## src/rtl/vec_lane_sequencer.sv

```systemverilog
// Execute-stage sequencer: walks a vector op in E lane-by-lane through the ALU or memory port.
// Latency: ALU op occupies E for LANES+2 cycles; memory op adds one cycle per MemAck wait.
// Backpressure: MemAck low holds the current lane indefinitely; stalls/flushes are merged here.
module vec_lane_sequencer #(
    parameter int LANES  = 4,
    parameter int LANE_W = 2
) (
    input  logic              clk,
    input  logic              reset,
    input  logic              VecOpE,
    input  logic              MemOpE,
    input  logic              LdrStallD,
    input  logic              BranchTakenE,
    input  logic              MemAck,
    output logic              MemReq,
    output logic [LANE_W-1:0] LaneIdx,
    output logic              LaneValid,
    output logic              VecDone,
    output logic              StallF,
    output logic              StallD,
    output logic              StallE,
    output logic              FlushE,
    output logic              FlushD
);

    typedef enum logic [1:0] {
        IDLE = 2'd0,
        ALU  = 2'd1,
        MEM  = 2'd2,
        DONE = 2'd3
    } state_t;

    localparam logic [LANE_W-1:0] LAST_LANE = LANE_W'(LANES - 1);

    state_t            state_q, state_n;
    logic [LANE_W-1:0] lane_q, lane_n;
    logic              req_q, req_n;
    logic              lane_valid;
    logic              vec_done;
    logic              vec_stall;

    always_ff @(posedge clk) begin
        if (reset) begin
            state_q <= IDLE;
            lane_q  <= '0;
            req_q   <= 1'b0;
        end else begin
            state_q <= state_n;
            lane_q  <= lane_n;
            req_q   <= req_n;
        end
    end

    always_comb begin
        state_n    = state_q;
        lane_n     = lane_q;
        req_n      = req_q;
        lane_valid = 1'b0;
        vec_done   = 1'b0;
        unique case (state_q)
            IDLE: begin
                lane_n = '0;
                if (VecOpE) begin
                    if (MemOpE) begin
                        state_n = MEM;
                        req_n   = 1'b1;
                    end else begin
                        state_n = ALU;
                    end
                end
            end
            ALU: begin
                lane_valid = 1'b1;
                if (lane_q == LAST_LANE) begin
                    state_n = DONE;
                    lane_n  = '0;
                end else begin
                    lane_n = lane_q + 1'b1;
                end
            end
            MEM: begin
                // Lane retires only on an ack; request stays up back-to-back otherwise.
                if (MemAck) begin
                    lane_valid = 1'b1;
                    if (lane_q == LAST_LANE) begin
                        state_n = DONE;
                        req_n   = 1'b0;
                        lane_n  = '0;
                    end else begin
                        lane_n = lane_q + 1'b1;
                        req_n  = 1'b1;
                    end
                end
            end
            DONE: begin
                vec_done = 1'b1;
                state_n  = IDLE;
            end
            default: begin
                state_n = IDLE;
                lane_n  = '0;
                req_n   = 1'b0;
            end
        endcase
    end

    assign vec_stall = ((state_q == IDLE) && VecOpE) || (state_q == ALU) || (state_q == MEM);

    // Every output is forced low while reset is asserted, including the registered ones.
    always_comb begin
        MemReq    = 1'b0;
        LaneIdx   = '0;
        LaneValid = 1'b0;
        VecDone   = 1'b0;
        StallF    = 1'b0;
        StallD    = 1'b0;
        StallE    = 1'b0;
        FlushE    = 1'b0;
        FlushD    = 1'b0;
        if (!reset) begin
            MemReq    = req_q;
            LaneIdx   = lane_q;
            LaneValid = lane_valid;
            VecDone   = vec_done;
            StallE    = vec_stall;
            StallF    = vec_stall | LdrStallD;
            StallD    = vec_stall | LdrStallD;
            // A running vector op holds E rather than letting hazards bubble it.
            FlushE    = LdrStallD & ~vec_stall;
            FlushD    = BranchTakenE & ~vec_stall;
        end
    end

endmodule

```

## config.mk

```make
export PLATFORM = sky130hd
export DESIGN_NAME = vec_lane_sequencer
export DESIGN_NICKNAME = d
export VERILOG_FILES = /design/src/rtl/vec_lane_sequencer.sv
export SDC_FILE = /design/constraint.sdc
export NUM_CORES = 1
export LEC_CHECK = 0
export CAP_MARGIN = 10
export CELL_PAD_IN_SITES_DETAIL_PLACEMENT = 1
export CELL_PAD_IN_SITES_GLOBAL_PLACEMENT = 2
export CORE_UTILIZATION = 25
export DETAILED_ROUTE_END_ITERATION = 7
export HOLD_SLACK_MARGIN = 0.1
export PLACE_DENSITY_LB_ADDON = 0.12
export SETUP_SLACK_MARGIN = 0.1
export SLEW_MARGIN = 20
export SYNTH_ARGS = -nofsm -noshare
export SYNTH_HDL_FRONTEND = slang
export SYNTH_SLANG_ARGS = --single-unit
```

## constraint.sdc

```tcl
create_clock -name clk -period 3.2 [get_ports clk]
set_clock_uncertainty 0.2 [all_clocks]
set_input_delay 0.48 -clock clk [delete_from_list [all_inputs] [get_ports clk]]
set_output_delay 0.48 -clock clk [all_outputs]
set_load 0.02 [all_outputs]
```

; Word level (Yosys, flattened, before mapping)
; Cells that the tools add are included.
[word_totals]
memories = 0
reg_bits = 5
elab_cells = 48
romBits = 0
ram_bits = 0
latch_bits = 0
[classes]
eq_ne = 7
magnitude_cmp = 0
addsub = 1
shifts = 0
bitwise_logic = 4
div_mod_pow = 0
multipliers = 0
reduce_logical = 9
muxes = 24
[ops]
columns = operator, count
row1 = 2-to-1 mux 2 bit, 7
row2 = 2-to-1 mux 1 bit, 13
row3 = one-hot mux 2 bit (4 select lines), 1
row4 = "== test 2 bit, second input constant", 3
row5 = "inequality test 2 bit, second input constant", 3
row6 = one-hot mux 2 bit (3 select lines), 1
row7 = one-hot mux 1 bit (2 select lines), 2
row8 = AND reduction 2 bit, 2
row9 = AND reduction 4 bit, 1
row10 = nonzero test 3 bit, 1
row11 = "adder 2 x 1 -> 2 bit, second input constant", 1
row12 = bitwise AND 1 bit, 2
row13 = "== test 2 x 1 -> 1 bit, second input constant", 1
row14 = logical NOT 2 bit, 1
row15 = logical OR 1 bit, 2
row16 = nonzero test 2 bit, 1
row17 = logical AND 1 bit, 1
row18 = NOT 1 bit, 1
row19 = bitwise OR 1 bit, 1

; Longest topological paths before layout
; Gate-level depths: netlist (run 1).
[depth]
word_depth = 7
depth_mapped = 6

; Worst setup path before layout (run 1)
; OpenSTA, ideal clock, no wires.
[synth_path]
path_type = register to output
from = reg state_q[0]
to = out FlushD
arrival_time_ns = 1.518
path_stages_with_launch = 5
setup_slack_ns = 1.002
n_path_buf = 0
t_required_ns = 2.520
cell_sequence = dfxtp_1 -> inv_1 -> ha_1 -> a211o_1 -> nor3b_1
[synth_via]
elab_chain_len = 7
word_cells_on_any_way = 9
cone_classes = 2 x eq/ne / 1 x mux / 2 x bitwise / 4 x reduce/logical
[synth_rtl]
columns = item, line
row1 = start: declaration, 35  ; state_t state_q, state_n;
row2 = start signal: assignment, 48  ; state_q <= state_n;
row3 = logical NOT 2 bit, 107  ; assign vec_stall = ((state_q == IDLE) && VecOpE) || (state_q == ALU) || (state_q == MEM);
row4 = logical AND 1 bit, 107
row5 = logical OR 1 bit, 107
row6 = logical OR 1 bit (*), 107
row7 = NOT 1 bit (*), 130  ; FlushD = BranchTakenE & ~vec_stall;
row8 = bitwise AND 1 bit (*), 130
row9 = 2-to-1 mux 1 bit (*), 120  ; if (!reset) begin
row10 = end: declaration, 23  ; output logic FlushD
; Mark *: on every way between the ends. The rest lies on a longest branch, timed or not.

; Final worst setup path (run 1)
[layout_path]
from = reg state_q[0]
to = out FlushE
[layout_via]
elab_chain_len = 7
word_cells_on_any_way = 9
cone_classes = 2 x eq/ne / 1 x mux / 2 x bitwise / 4 x reduce/logical
[layout_rtl]
columns = item, line
row1 = logical NOT 2 bit, 107
row2 = logical AND 1 bit, 107
row3 = logical OR 1 bit, 107
row4 = logical OR 1 bit (*), 107
row5 = NOT 1 bit (*), 129  ; FlushE = LdrStallD & ~vec_stall;
row6 = bitwise AND 1 bit (*), 129
row7 = 2-to-1 mux 1 bit (*), 120
row8 = end: declaration, 22  ; output logic FlushE,
; Marks and branches as above.

==> impl_metrics.py, run 1 <==
metrics = {
    "run_status": {
        "status": "finished, final reports clean",
    },
    "worst_setup_path": {
        "cp_slowest_cell": "clkdlybuf4s50_1",
        "r2r_cells": 5,
        "crit_type": "reg2out",
        "r2r-start": "state_q[0]$_SDFFE_PP0P_",
        "worst-path-max-fanout": 4,
        "worstPathCellList": "inv_1 -> ha_1 -> a211o_1 -> nor3b_1 -> clkdlybuf4s50_1",
        "critical_path_required_ns": 2.52,
        "path_delay_family": "buffers and inverters",
        "cp.arrival_ns": 2.16,
        "worstSetupEndpointType": "output pin",
        "slowest_delay_ns": 0.63,
        "critPathLaunchType": "flop",
        "worst-r2r-setup-slack_ns": 1.37,
        "r2r_end": "req_q$_SDFFE_PP0P_",
        "worst-path-buf-inv": 2,
    },
    "routing": {
        "drc_errors": 0,
        "first_iter_violations": 8,
        "via_per_inst": 4.495,
        "drt-total-wl_um": 1106,
        "vias": 427,
        "first_pass_iters": 3,
        "wl_per_cell_um": 11.64,
        "postRouteAntennaNets": 0,
    },
    "timing": {
        "rsz0062_at_grt": "false",
        "hold_ws_ns": 0.2945,
        "fin_tns_setup_ns": 0,
        "setup_viol_count_final": 0,
        "worst_slack_ns": 0.3602,
        "min_period_ns": 2.840,
        "maxSlewViolCount": 0,
        "tightestPinTransition_ns": 0.2851,
        "fmax_mhz": 352.1,
        "slew_headroom": 0.8088,
        "period_share": 0.8874,
        "finalHoldViolCount": 0,
    },
    "worst_hold_path": {
        "whs_path_depth": 2,
        "hold_path_end": "lane_q[1]$_SDFFE_PP0P_",
        "hp-start": "lane_q[1]$_SDFFE_PP0P_",
        "hold_class": "reg2reg",
    },
    "yosys": {
        "syn_area_um2": 451.7,
        "syn_area_per_cell_um2": 8.686,
        "synth.distinct_cells": 20,
        "synth.most_common_cell": "ha_1",
        "yosysTopAreaCell": "dfxtp_1",
        "ys_ff_latch": 5,
        "synth_common_cells": "ha_1, nor2_1, dfxtp_1, nor2b_1, a21oi_1",
        "ys_seq_area_frac": 0.2216,
        "synth_nets": 66,
        "synth_edf_count": 0,
        "yosysTopAreaCellShare": 0.2216,
        "ys_warn_count": 0,
        "syn-instance-count": 52,
        "synthTopCellsByArea": "dfxtp_1, ha_1, nor2b_1, nor2_1, nor3b_1",
        "async_reset_ff_frac": 0,
        "ys.flop_type": "dfxtp_1",
    },
    "cells_and_area": {
        "antenna_cells": 0,
        "synthToLayoutAreaGrowth_pct": 46.26,
        "drive_above_1_share": 0.1127,
        "nets": 86,
        "stdcell_count": 95,
    },
    "cts": {
        "cts_setup_buffers": 0,
        "cts_tree": "done",
        "clk_root_buffer_cell": "clkbuf_4",
        "hold_buffers": 0,
        "cts_buffer_depth": 2,
        "cts.sink_count": 5,
        "htreeDepth": 1,
        "numCtsBuffers": 3,
        "clk_pin_slew_ns": 0.05,
        "clk_latency_ns": 0.24,
        "post_cts_resized": 0,
    },
    "placed_design": {
        "dpl.hpwl_um": 848.1,
        "gp_congestion": 0.6925,
        "placedCellCount": 91,
        "place_ws_ns": 0.4098,
        "io_buffers": 16,
    },
    "floorplan": {
        "rows": 14,
        "io_pins": 17,
        "start_util": 0.2834,
        "die_h_um": 44.51,
        "coreArea_um2": 1594,
        "die_area_um2": 1981,
        "die_w_um": 44.51,
    },
    "global_routing": {
        "grt_pass1_vias": 439,
        "grt_antenna_before_repair": 0,
        "grt_max_degree": 17,
        "grt_first_pass_wirelength_um": 1966,
        "grt_overflow_total": 0,
        "grt_usage": 0.1386,
    },
    "power": {
        "finalPower_mw": 0.3970,
        "irDropWorstVdd_v": 0.0001960,
        "leakage_nw": 0.2706,
        "pwr_density_cell_nw_per_um2": 600.9,
    },
    "job": {
        "drv_cap": 0,
    },
}
[worst max-delay path by stage]
stage,startpoint,endpoint,slack [ns],cells after the start
2_1_floorplan,state_q[0]$_SDFFE_PP0P_,FlushD,1.00,4
3_3_place_gp,VecOpE,FlushE,0.44,4
6_report,state_q[0]$_SDFFE_PP0P_,FlushE,0.36,5
5_1_grt,state_q[0]$_SDFFE_PP0P_,FlushE,0.25,5
4_1_cts,state_q[0]$_SDFFE_PP0P_,FlushE,0.33,5
3_5_place_dp,VecOpE,FlushE,0.41,4
[area by class of cell]
cell class | instances | area [um^2]
Multi-Input combinational cell | 43 | 329.1
Inverter | 2 | 7.507
Fill cell | 198 | 933.4
Tap cell | 24 | 30.03
Clock buffer | 4 | 26.28
Sequential cell | 5 | 100.1
Timing Repair Buffer | 17 | 167.7
[power by group]
group	internal (mW)	leakage, nW	total, mW	switching (mW)
combinational	0.117	0.215	0.230	0.114
sequential	0.0790	0.0411	0.0917	0.0127
clock	0.0473	0.0150	0.0751	0.0278
[stage by stage]
stage               cell area (um^2)    util
floorplan                      451.7       -
global placement               634.4  0.3980
detailed placement             634.4  0.3980
CTS                            660.6  0.4144
global route                   660.6  0.4144
finish                         660.6  0.4144
[layout by cell type (no fill, tap or decap)]
cell type,count
ha_1,7
dfxtp_1,5
clkbuf_1,1
a21oi_1,4
nor2_1,6
inv_1,2
nor2b_1,5
or4_1,1
clkbuf_4,3
mux2_4,1
and3b_2,1
nor2b_4,1
a211oi_1,1
or3_1,1
nor3b_1,3
mux2i_1,2
clkdlybuf4s50_1,16
buf_4,1
o21ai_0,2
a211o_1,2
mux2_2,1
nand2_1,2
nand2b_1,3
[cells by family (layout without fill, tap and decap cells)]
logic type,Yosys count,count (layout),share of synthesized area
AND/OR/NAND/NOR,23,23,0.3103
adder cells (fa/ha/maj),7,7,0.1939
buffers and inverters,4,23,0.04986
flip-flops,5,5,0.2216
AO/OA/AOI/OAI,9,9,0.1219
multiplexers,4,4,0.1025
[layer usage]
layer / part of all wire / GRT usage
met1: 0.54 / 0.1864
met2: 0.39 / 0.1882
met3: 0.056 / 0.02857
met4: 0.0099 / 0.1091
met5: 0 / 0
[worst reg2reg max path, cell delays in order (launching register included)]
cell and delay, ns:
dfxtp_1 0.39, inv_1 0.12, ha_1 0.24, nor2b_4 0.15, a211oi_1 0.25, mux2_2 0.37
[registers in the layout, indices dropped and copies added, names as in the netlist]
signal	count
state_q	2
lane_q	2
req_q	1
Power figures use the tool's default switching activity.
==> run 2, diff against run 1 <==
Settings changed: CTS_CLUSTER_DIAMETER set to 60, PLACE_DENSITY_LB_ADDON 0.12 to 0.1.
==> impl_metrics.py, run 2 (synthesis results as in run 1) <==
metrics = {
    "run_status": {
        "status": "finished, final reports clean",
    },
    "worst_setup_path": {
        "worstSetupEndpointType": "output pin",
        "critPathLaunchType": "flop",
        "r2r-start": "state_q[0]$_SDFFE_PP0P_",
        "r2r_end": "state_q[1]$_SDFFE_PP0P_",
        "r2r_cells": 5,
        "crit_type": "reg2out",
        "worst-path-max-fanout": 4,
        "worst-r2r-setup-slack_ns": 1.38,
        "critical_path_required_ns": 2.52,
        "cp.arrival_ns": 2.15,
    },
    "floorplan": {
        "die_h_um": 44.51,
        "die_area_um2": 1981,
        "die_w_um": 44.51,
        "coreArea_um2": 1594,
        "rows": 14,
        "io_pins": 17,
        "start_util": 0.2834,
    },
    "global_routing": {
        "grt_antenna_before_repair": 0,
        "grt_overflow_total": 0,
        "grt_first_pass_wirelength_um": 1676,
        "grt_max_degree": 17,
        "grt_pass1_vias": 393,
        "grt_usage": 0.1129,
    },
    "timing": {
        "fin_tns_setup_ns": 0,
        "finalHoldViolCount": 0,
        "fmax_mhz": 353.3,
        "maxSlewViolCount": 0,
        "slew_headroom": 0.8303,
        "tightestPinTransition_ns": 0.2530,
        "min_period_ns": 2.830,
        "period_share": 0.8845,
        "hold_ws_ns": 0.3011,
        "setup_viol_count_final": 0,
        "worst_slack_ns": 0.3697,
        "rsz0062_at_grt": "false",
    },
    "power": {
        "pwr_density_cell_nw_per_um2": 593.8,
        "p_seq_frac": 0.230,
        "finalPower_mw": 0.3931,
        "internal-power_mw": 0.2407,
        "power.share.switching": 0.3876,
        "power.switching_mw": 0.1524,
        "pwr-share-comb": 0.580,
        "irDropWorstVdd_v": 0.0002518,
        "leakage_nw": 0.2734,
        "clkPwrFrac": 0.190,
    },
    "job": {
        "drv_cap": 0,
    },
    "cts": {
        "htreeDepth": 1,
        "cts_setup_buffers": 0,
        "clk_pin_slew_ns": 0.05,
        "cts_tree": "done",
        "clk_root_buffer_cell": "clkbuf_4",
        "cts_buffer_depth": 2,
        "numCtsBuffers": 3,
        "cts.sink_count": 5,
        "clk_latency_ns": 0.24,
        "hold_buffers": 0,
        "post_cts_resized": 0,
    },
    "cells_and_area": {
        "synthToLayoutAreaGrowth_pct": 46.54,
        "layout_common_cells": "clkdlybuf4s50_1, ha_1, nor2_1",
        "stdcell_area_um2": 661.9,
        "stdcell_count": 95,
        "final_common_cell": "clkdlybuf4s50_1",
        "fin_util": 0.4152,
        "nets": 86,
        "drive_above_1_share": 0.1268,
        "reg.largest.list": "lane_q (2), state_q (2), req_q (1)",
        "antenna_cells": 0,
    },
    "placed_design": {
        "placed_cell_area_um2": 634.4,
        "io_buffers": 16,
        "gp_congestion": 0.6998,
        "placedCellCount": 91,
        "dpl.hpwl_um": 811.8,
        "place_ws_ns": 0.4336,
    },
    "worst_hold_path": {
        "whs_path_depth": 2,
        "hp-start": "lane_q[1]$_SDFFE_PP0P_",
        "hold_class": "reg2reg",
        "hold_path_end": "lane_q[1]$_SDFFE_PP0P_",
    },
    "routing": {
        "routed.top_layer": "met3",
        "vias": 430,
        "met1_length_um": 512,
        "via_per_inst": 4.526,
        "first_iter_violations": 2,
        "first_pass_iters": 2,
        "met2WireLength_um": 447,
        "drc_errors": 0,
        "wl_met3_um": 78,
        "drt-total-wl_um": 1038,
        "wl_per_cell_um": 10.93,
        "postRouteAntennaNets": 0,
    },
}
run 2: cell types whose count changed in the layout (fill, tap and decap cells not counted):
cell	before	now
clkinv_2	0	1
clkbuf_1	1	0
run 2: layout make-up:
type                            instances  area [um^2]
Multi-Input combinational cell         43        329.1
Sequential cell                         5        100.1
Clock buffer                            3        22.52
Fill cell                             194        932.1
Clock inverter                          1        5.005
Inverter                                2        7.507
Tap cell                               24        30.03
Timing Repair Buffer                   17        167.7
run 2: power by group through the flow:
stage          registers (mW)  clock network [mW]  logic (mW)
2_1_floorplan          0.0885                   0       0.163
3_3_place_gp           0.0923                   0       0.230
5_1_grt                0.0929              0.0807       0.250
4_1_cts                0.0908              0.0780       0.232
6_report               0.0904              0.0746       0.228
3_5_place_dp           0.0917                   0       0.230
run 2: how the worst max path moves through the flow:
| stage | startpoint | endpoint |
|---|---|---|
| final | state_q[0]$_SDFFE_PP0P_ | FlushE |
| after detailed placement | VecOpE | FlushE |
| after floorplan | state_q[0]$_SDFFE_PP0P_ | FlushD |
| after global routing | state_q[0]$_SDFFE_PP0P_ | FlushE |
| after global placement | VecOpE | FlushD |
| after CTS | state_q[0]$_SDFFE_PP0P_ | FlushE |
run 2: critical path, cell delays in order (launching register included):
cell	delay (ns)
dfxtp_1	0.38
inv_1	0.12
ha_1	0.26
a211o_1	0.31
nor3b_1	0.20
clkdlybuf4s50_1	0.63
run 2: layer usage:
| layer | up-vias | GRT usage |
|---|---|---|
| met1 | 197 | 0.1436 |
| met5 | - | 0 |
| met4 | 0 | 0.03636 |
| met3 | 0 | 0.02449 |
| met2 | 17 | 0.1882 |
| li1 | 216 | - |
==> run 3, diff against run 2 <==
Settings changed: ABC_CLOCK_PERIOD_IN_PS set to 3200.
==> results of run 3 <==
No change in the layout: final DEF, timing and power equal those of run 2.
